File: src/rtl/lfsr_bist_pkg.sv
// Shared definitions for the LFSR-driven memory BIST controller.
// Holds the default geometry (address width, data width, steps per pass)
// and the controller state encoding.
package lfsr_bist_pkg;

    localparam int unsigned ADDR_W_DEFAULT  = 10;
    localparam int unsigned DATA_W_DEFAULT  = 32;
    // A maximal 10-bit LFSR visits every nonzero address exactly once.
    localparam int unsigned N_STEPS_DEFAULT = 1023;

    typedef enum logic [2:0] {
        StIdle,
        StRldW,
        StWrite,
        StRldR,
        StRead,
        StDrain,
        StDone
    } bist_state_e;

endpackage

File: src/rtl/lfsr_bist_cmp.sv
// Read-data compare and error accumulator.
// A read issued in cycle c returns data in cycle c+1; the expected word and
// address are captured alongside the read and compared when the data arrives.
//
// Ports:
//   clk, rst        clock, synchronous active-high reset
//   clear           zero the accumulators (start of a new test)
//   valid           a read is being issued this cycle
//   expected, addr  expected word / address of that read
//   rdata           memory read data, valid one cycle after valid
//   err_count       number of miscompares so far (saturating)
//   first_err_addr  address of the first miscompare, 0 if none
module lfsr_bist_cmp
    import lfsr_bist_pkg::*;
#(
    parameter int unsigned ADDR_W = ADDR_W_DEFAULT,
    parameter int unsigned DATA_W = DATA_W_DEFAULT
) (
    input  logic              clk,
    input  logic              rst,
    input  logic              clear,
    input  logic              valid,
    input  logic [DATA_W-1:0] expected,
    input  logic [ADDR_W-1:0] addr,
    input  logic [DATA_W-1:0] rdata,
    output logic [ADDR_W-1:0] err_count,
    output logic [ADDR_W-1:0] first_err_addr
);

    logic              valid_q;
    logic [DATA_W-1:0] exp_q;
    logic [ADDR_W-1:0] addr_q;
    logic [ADDR_W-1:0] err_q, err_d;
    logic [ADDR_W-1:0] first_q, first_d;
    logic              mismatch;

    always_comb begin
        mismatch = valid_q && (rdata != exp_q);
        err_d    = err_q;
        first_d  = first_q;
        if (clear) begin
            err_d   = '0;
            first_d = '0;
        end else if (mismatch) begin
            // Saturate rather than wrap; a count of zero marks "no error yet".
            if (err_q != '1) begin
                err_d = err_q + 1'b1;
            end
            if (err_q == '0) begin
                first_d = addr_q;
            end
        end
    end

    always_ff @(posedge clk) begin
        if (rst) begin
            valid_q <= 1'b0;
            exp_q   <= '0;
            addr_q  <= '0;
            err_q   <= '0;
            first_q <= '0;
        end else begin
            valid_q <= valid;
            exp_q   <= expected;
            addr_q  <= addr;
            err_q   <= err_d;
            first_q <= first_d;
        end
    end

    assign err_count      = err_q;
    assign first_err_addr = first_q;

endmodule

File: src/rtl/lfsr_bist_ctrl.sv
// LFSR-driven memory BIST controller.
// One pass writes N_STEPS LFSR words to LFSR addresses, reloads the LFSR to
// its seed, reads the same sequence back and counts miscompares.
//
// Ports:
//   clk, rst                    clock, synchronous active-high reset
//   start                       level; honoured only in IDLE or DONE
//   lfsr_addr, lfsr_data        current LFSR address / data words
//   lfsr_en_addr, lfsr_en_data  advance the LFSRs at the next edge
//   lfsr_reload                 return the LFSRs to their seed at the next edge
//   mem_addr, mem_wdata         memory address / write data
//   mem_we, mem_re              memory write / read strobes (never both)
//   mem_rdata                   read data, valid one cycle after mem_re
//   busy, done, pass            status
//   err_count, first_err_addr   miscompare count, first failing address
module lfsr_bist_ctrl
    import lfsr_bist_pkg::*;
#(
    parameter int unsigned ADDR_W  = ADDR_W_DEFAULT,
    parameter int unsigned DATA_W  = DATA_W_DEFAULT,
    parameter int unsigned N_STEPS = N_STEPS_DEFAULT
) (
    input  logic              clk,
    input  logic              rst,
    input  logic              start,
    input  logic [ADDR_W-1:0] lfsr_addr,
    input  logic [DATA_W-1:0] lfsr_data,
    output logic              lfsr_en_addr,
    output logic              lfsr_en_data,
    output logic              lfsr_reload,
    output logic [ADDR_W-1:0] mem_addr,
    output logic [DATA_W-1:0] mem_wdata,
    output logic              mem_we,
    output logic              mem_re,
    input  logic [DATA_W-1:0] mem_rdata,
    output logic              busy,
    output logic              done,
    output logic              pass,
    output logic [ADDR_W-1:0] err_count,
    output logic [ADDR_W-1:0] first_err_addr
);

    localparam logic [ADDR_W-1:0] LAST_STEP = ADDR_W'(N_STEPS - 1);

    bist_state_e       state_q, state_d;
    logic [ADDR_W-1:0] step_q, step_d;
    logic              start_go;

    always_comb begin
        state_d      = state_q;
        step_d       = step_q;
        start_go     = 1'b0;
        lfsr_en_addr = 1'b0;
        lfsr_en_data = 1'b0;
        lfsr_reload  = 1'b0;
        mem_addr     = '0;
        mem_wdata    = '0;
        mem_we       = 1'b0;
        mem_re       = 1'b0;
        done         = 1'b0;

        case (state_q)
            StIdle: begin
                if (start) begin
                    start_go = 1'b1;
                    step_d   = '0;
                    state_d  = StRldW;
                end
            end
            StRldW: begin
                lfsr_reload = 1'b1;
                step_d      = '0;
                state_d     = StWrite;
            end
            StWrite: begin
                mem_we       = 1'b1;
                mem_addr     = lfsr_addr;
                mem_wdata    = lfsr_data;
                lfsr_en_addr = 1'b1;
                lfsr_en_data = 1'b1;
                if (step_q == LAST_STEP) begin
                    step_d  = '0;
                    state_d = StRldR;
                end else begin
                    step_d = step_q + 1'b1;
                end
            end
            StRldR: begin
                lfsr_reload = 1'b1;
                step_d      = '0;
                state_d     = StRead;
            end
            StRead: begin
                mem_re       = 1'b1;
                mem_addr     = lfsr_addr;
                lfsr_en_addr = 1'b1;
                lfsr_en_data = 1'b1;
                if (step_q == LAST_STEP) begin
                    step_d  = '0;
                    state_d = StDrain;
                end else begin
                    step_d = step_q + 1'b1;
                end
            end
            // Lets the compare stage see the data of the final read.
            StDrain: begin
                state_d = StDone;
            end
            StDone: begin
                done = 1'b1;
                if (start) begin
                    start_go = 1'b1;
                    step_d   = '0;
                    state_d  = StRldW;
                end
            end
            default: begin
                state_d = StIdle;
                step_d  = '0;
            end
        endcase

        busy = (state_q != StIdle) && (state_q != StDone);
        pass = done && (err_count == '0);
    end

    always_ff @(posedge clk) begin
        if (rst) begin
            state_q <= StIdle;
            step_q  <= '0;
        end else begin
            state_q <= state_d;
            step_q  <= step_d;
        end
    end

    lfsr_bist_cmp #(
        .ADDR_W (ADDR_W),
        .DATA_W (DATA_W)
    ) u_cmp (
        .clk            (clk),
        .rst            (rst),
        .clear          (start_go),
        .valid          (mem_re),
        .expected       (lfsr_data),
        .addr           (lfsr_addr),
        .rdata          (mem_rdata),
        .err_count      (err_count),
        .first_err_addr (first_err_addr)
    );

endmodule

File: config.mk
export PLATFORM = sky130hd
export DESIGN_NAME = lfsr_bist_ctrl
export DESIGN_NICKNAME = d
export VERILOG_FILES = /design/src/rtl/lfsr_bist_pkg.sv /design/src/rtl/lfsr_bist_cmp.sv /design/src/rtl/lfsr_bist_ctrl.sv
export SDC_FILE = /design/constraint.sdc
export NUM_CORES = 1
export LEC_CHECK = 0
export BUFFER_PORTS_ARGS = -buffer_cell sky130_fd_sc_hd__buf_2
export CAP_MARGIN = 20
export CORE_ASPECT_RATIO = 0.6
export CORE_MARGIN = 2
export CORE_UTILIZATION = 48
export CTS_CLUSTER_DIAMETER = 200
export DETAILED_ROUTE_END_ITERATION = 10
export PLACE_DENSITY = 0.78
export SYNTH_ARGS = -nofsm -noshare
export SYNTH_HDL_FRONTEND = slang
export SYNTH_SLANG_ARGS = --single-unit
File: constraint.sdc
create_clock -name clk -period 2.33 [get_ports clk]
set_input_delay 0.3495 -clock clk [delete_from_list [all_inputs] [get_ports clk]]
set_output_delay 0.3495 -clock clk [all_outputs]
set_load 0.01 [all_outputs]
==> metrics.md <==
| Metric | Value |
|---|---|
| Crit path arrival time | 1.78 ns |
| WL/cell | 14.1 um |
| Top cell type's share of synthesized area | 0.440 |
| Fmax | 470 MHz |
| DRT iter0 DRCs | around 110 |
| Critical Path, Cell by Cell | nor2b_1, nor2b_1, buf_4, and2_1, buf_2 |
| Final Wtd Congestion | 0.859 |
| Pwr/cell area | approximately 770 nW/um2 |
| Switching part of the total | 0.271 |
| Critical path required time | about 2.0 ns |
| Yosys Warn Count | 0 |
| Diode count | 0 |
| Largest net degree at the start of global routing | 35 |
| Clk buf depth | 2 |
| Die Y | around 70 um |
| Setup TNS | 0 ns |
| Slew HR | 0.661 |
| Number of port buffers | 146 |
| Via Count | 2,979 |
| Leak pwr | about 0.0022 uW |
| Routed WL | 8480 um |
| GRT Total Usage | 0.216 |
| Via density | roughly 5.0 |
| Num ports | 147 |
| Die X | 114 um |
| Cell count after synthesis | 363 |
| Sequential power share | 0.399 |
| Crit path launch type | register |
| First-pass GRT wire length | 13,600 um |
| Post-synth top flop | dfxtp_1 |
| Critical path origin | state_q[1] |
| MaxCap Viol Count | 0 |
| FP Rows | 23 |
| Synthesized net count | approximately 440 |
| Clock transition at the registers of the reported paths | 0.06 ns |
| Comb pwr share | 0.177 |
| Number of synthesized register bits | 76 |
| Setup CP Type | register to output port |
| Crit share post-route | 0.913 |
| TritonCTS Buffers | 9 |
| First-pass DRT Iterations | 4 |
| Final Hold Viols | 0 |
| Synth area leader | dfxtp_1 |
| Worst hold-check slack | 0.237 ns |
| Status | finished clean |
| Hold Path Class | primary input to register |
| Place WS | just under 0.3 ns |
| RSZ-0062 raised after global routing | no |
| Worst setup EP type | output port |
| Final setup viols | 0 |
| Cell Int Power | 2590 uW |
| Switching pwr | 962 uW |
| Detail Route Antenna Nets | 0 |
| Gr ovfl total | 0 |
| H-tree Lvls | 3 |
| Worst path max stage delay | ~0.47 ns |
| Worst r2r src | u_cmp.exp_q[17] |
| Util after Layout | 0.672 |
| Initial antenna violation count | 0 |
| DRC | 0 |
| CTS root buffer | clkbuf_16 |
| Skew final | approximately 0.0063 ns |
| Vias in the first global route | 2,883 |
| Min-delay src | lfsr_addr[7] |
| Final Max Slew Viols | 0 |
| CTS tree | built |
| Worst-margin pin slew | roughly 0.5 ns |
| PostCTS Resize Cnt | 0 |
| Tmin final | 2.13 ns |
| Setup bufs post-CTS | 0 |
| Post-synth EDFFs | 0 |
| Synth top area cells | dfxtp_1, xor2_1, nor2b_1 |
| Cell area after synthesis | 3460 um2 |
| Synthesized area per cell | 9.52 um2 |
| Setup ws final | a little over 0.2 ns |
| P&R area growth vs syn | 32.6% |
| # fillers | 601 |
| CORE AREA | 6820 um2 |
| Peak fanout along the critical path | 33 |
| Slowest cell on the critical path | dfxtp_1 |
| Clock sink count | 76 |
| Share of cells above drive strength 1 | 0.372 |
| Die ar. | slightly below 8000 um2 |
| Register area share after synthesis | 0.440 |
| CP dominant cell by count | nor2b_1 |
| Hold buffer count at cts | 0 |
| Final net count | 589 |
| Worst VDD drop | 0.383 mV |
| Clk pwr share | 0.424 |
| Post-synthesis cell type count | 40 |
| Worst-skew pair later-pin latency | between 0.3 and 0.4 ns |
| Async SR Flop Fraction | 0 |
| Initial Util | 0.507 |
| Dpl hpwl | about 6300 um |
## layer usage
layer  global-route usage  part of all wire  vias to the layer above
met5                    0                 0                        -
met4               0.0501            0.0053                        0
met3               0.0682             0.067                        5
met2                0.356              0.46                      107
met1                0.276              0.46                     1369
li1                     -                 -                     1498
## path summary, 6_finish.rpt
check                             to  slack, ns  cells past startpoint
min                  u_cmp.addr_q[7]       0.24                      2
max reg2reg       u_cmp.err_count[0]       0.36                      6
min reg2reg  u_cmp.first_err_addr[8]       0.47                      2
max                    mem_wdata[25]       0.20                      5
## power by group through the flow
stage / sequential (uW) / clock [uW] / combinational [uW]
3_3_place_gp: 1440 / 0 / 611
3_5_place_dp: 1440 / 0 / 630
4_1_cts: 1420 / 1520 / 635
2_1_floorplan: 1410 / 0 / 410
6_report: 1420 / 1510 / 628
5_1_grt: 1430 / 1590 / 692
## state kept, by name, summed over array words and instances (netlist names)
signal	count
u_cmp.exp_q	32
step_q	10
u_cmp.addr_q	10
u_cmp.err_count	10
u_cmp.first_err_addr	10
state_q	3
u_cmp.valid_q	1
## per-stage QoR
stage	power (uW)	instance area, um2	cells
floorplan	1820	3460	363
global placement	2050	4260	584
detailed placement	2070	4260	584
CTS	3570	4580	600
global route	3710	4580	600
finish	3550	4580	600
## synth_stat cells, types with 5 or more instances
master / n
nor2b_1: 49
dfxtp_1: 76
or3_1: 6
clkbuf_1: 11
o21ai_2: 6
nand4_1: 14
nor2_1: 27
xor2_1: 40
nand2_1: 7
mux2i_1: 10
inv_1: 7
nor4_1: 9
a21oi_2: 5
and2_1: 43
a21oi_1: 8
## final cells by class
type	instances	area, um2	area share
repair buffers	153	783	0.171
multi-input cells	261	1820	0.397
well taps	87	109	0.0238
inverters	7	26.3	0.00573
flip-flops and latches	76	1520	0.332
clock buffers	9	225	0.0491
clock inverters	7	98.8	0.0216
## critical path, delay by kind of cell, from the launching register on
family / cells / cell delay, ns
flip-flops: 1 / 0.47
AND/OR/NAND/NOR: 3 / 0.56
buffers and inverters: 2 / 0.41
## kinds of logic (layout without fill, tap and decap cells)
| family | Yosys count | count (layout) | synth area share |
|---|---|---|---|
| simple gates | 175 | 175 | 0.301 |
| flops | 76 | 76 | 0.440 |
| compound gates | 30 | 30 | 0.0735 |
| xor+xnor | 42 | 42 | 0.106 |
| mux | 10 | 10 | 0.0290 |
| fa+ha+maj | 4 | 4 | 0.0145 |
| buf+inv | 26 | 176 | 0.0351 |
## cell usage in the layout (no fill, tap or decap), types with 3 or more instances in the layout
cell / instances
a21oi_1: 8
a21oi_2: 5
and2_1: 43
and3_4: 3
buf_2: 146
buf_4: 7
clkbuf_16: 9
dfxtp_1: 76
ha_1: 4
inv_1: 7
mux2i_1: 10
nand2_1: 7
nand3_1: 4
nand4_1: 14
nor2_1: 27
nor2b_1: 49
nor3_1: 3
nor4_1: 9
o21ai_2: 6
or3_1: 6
xor2_1: 40
Power figures use the tool's default switching activity.
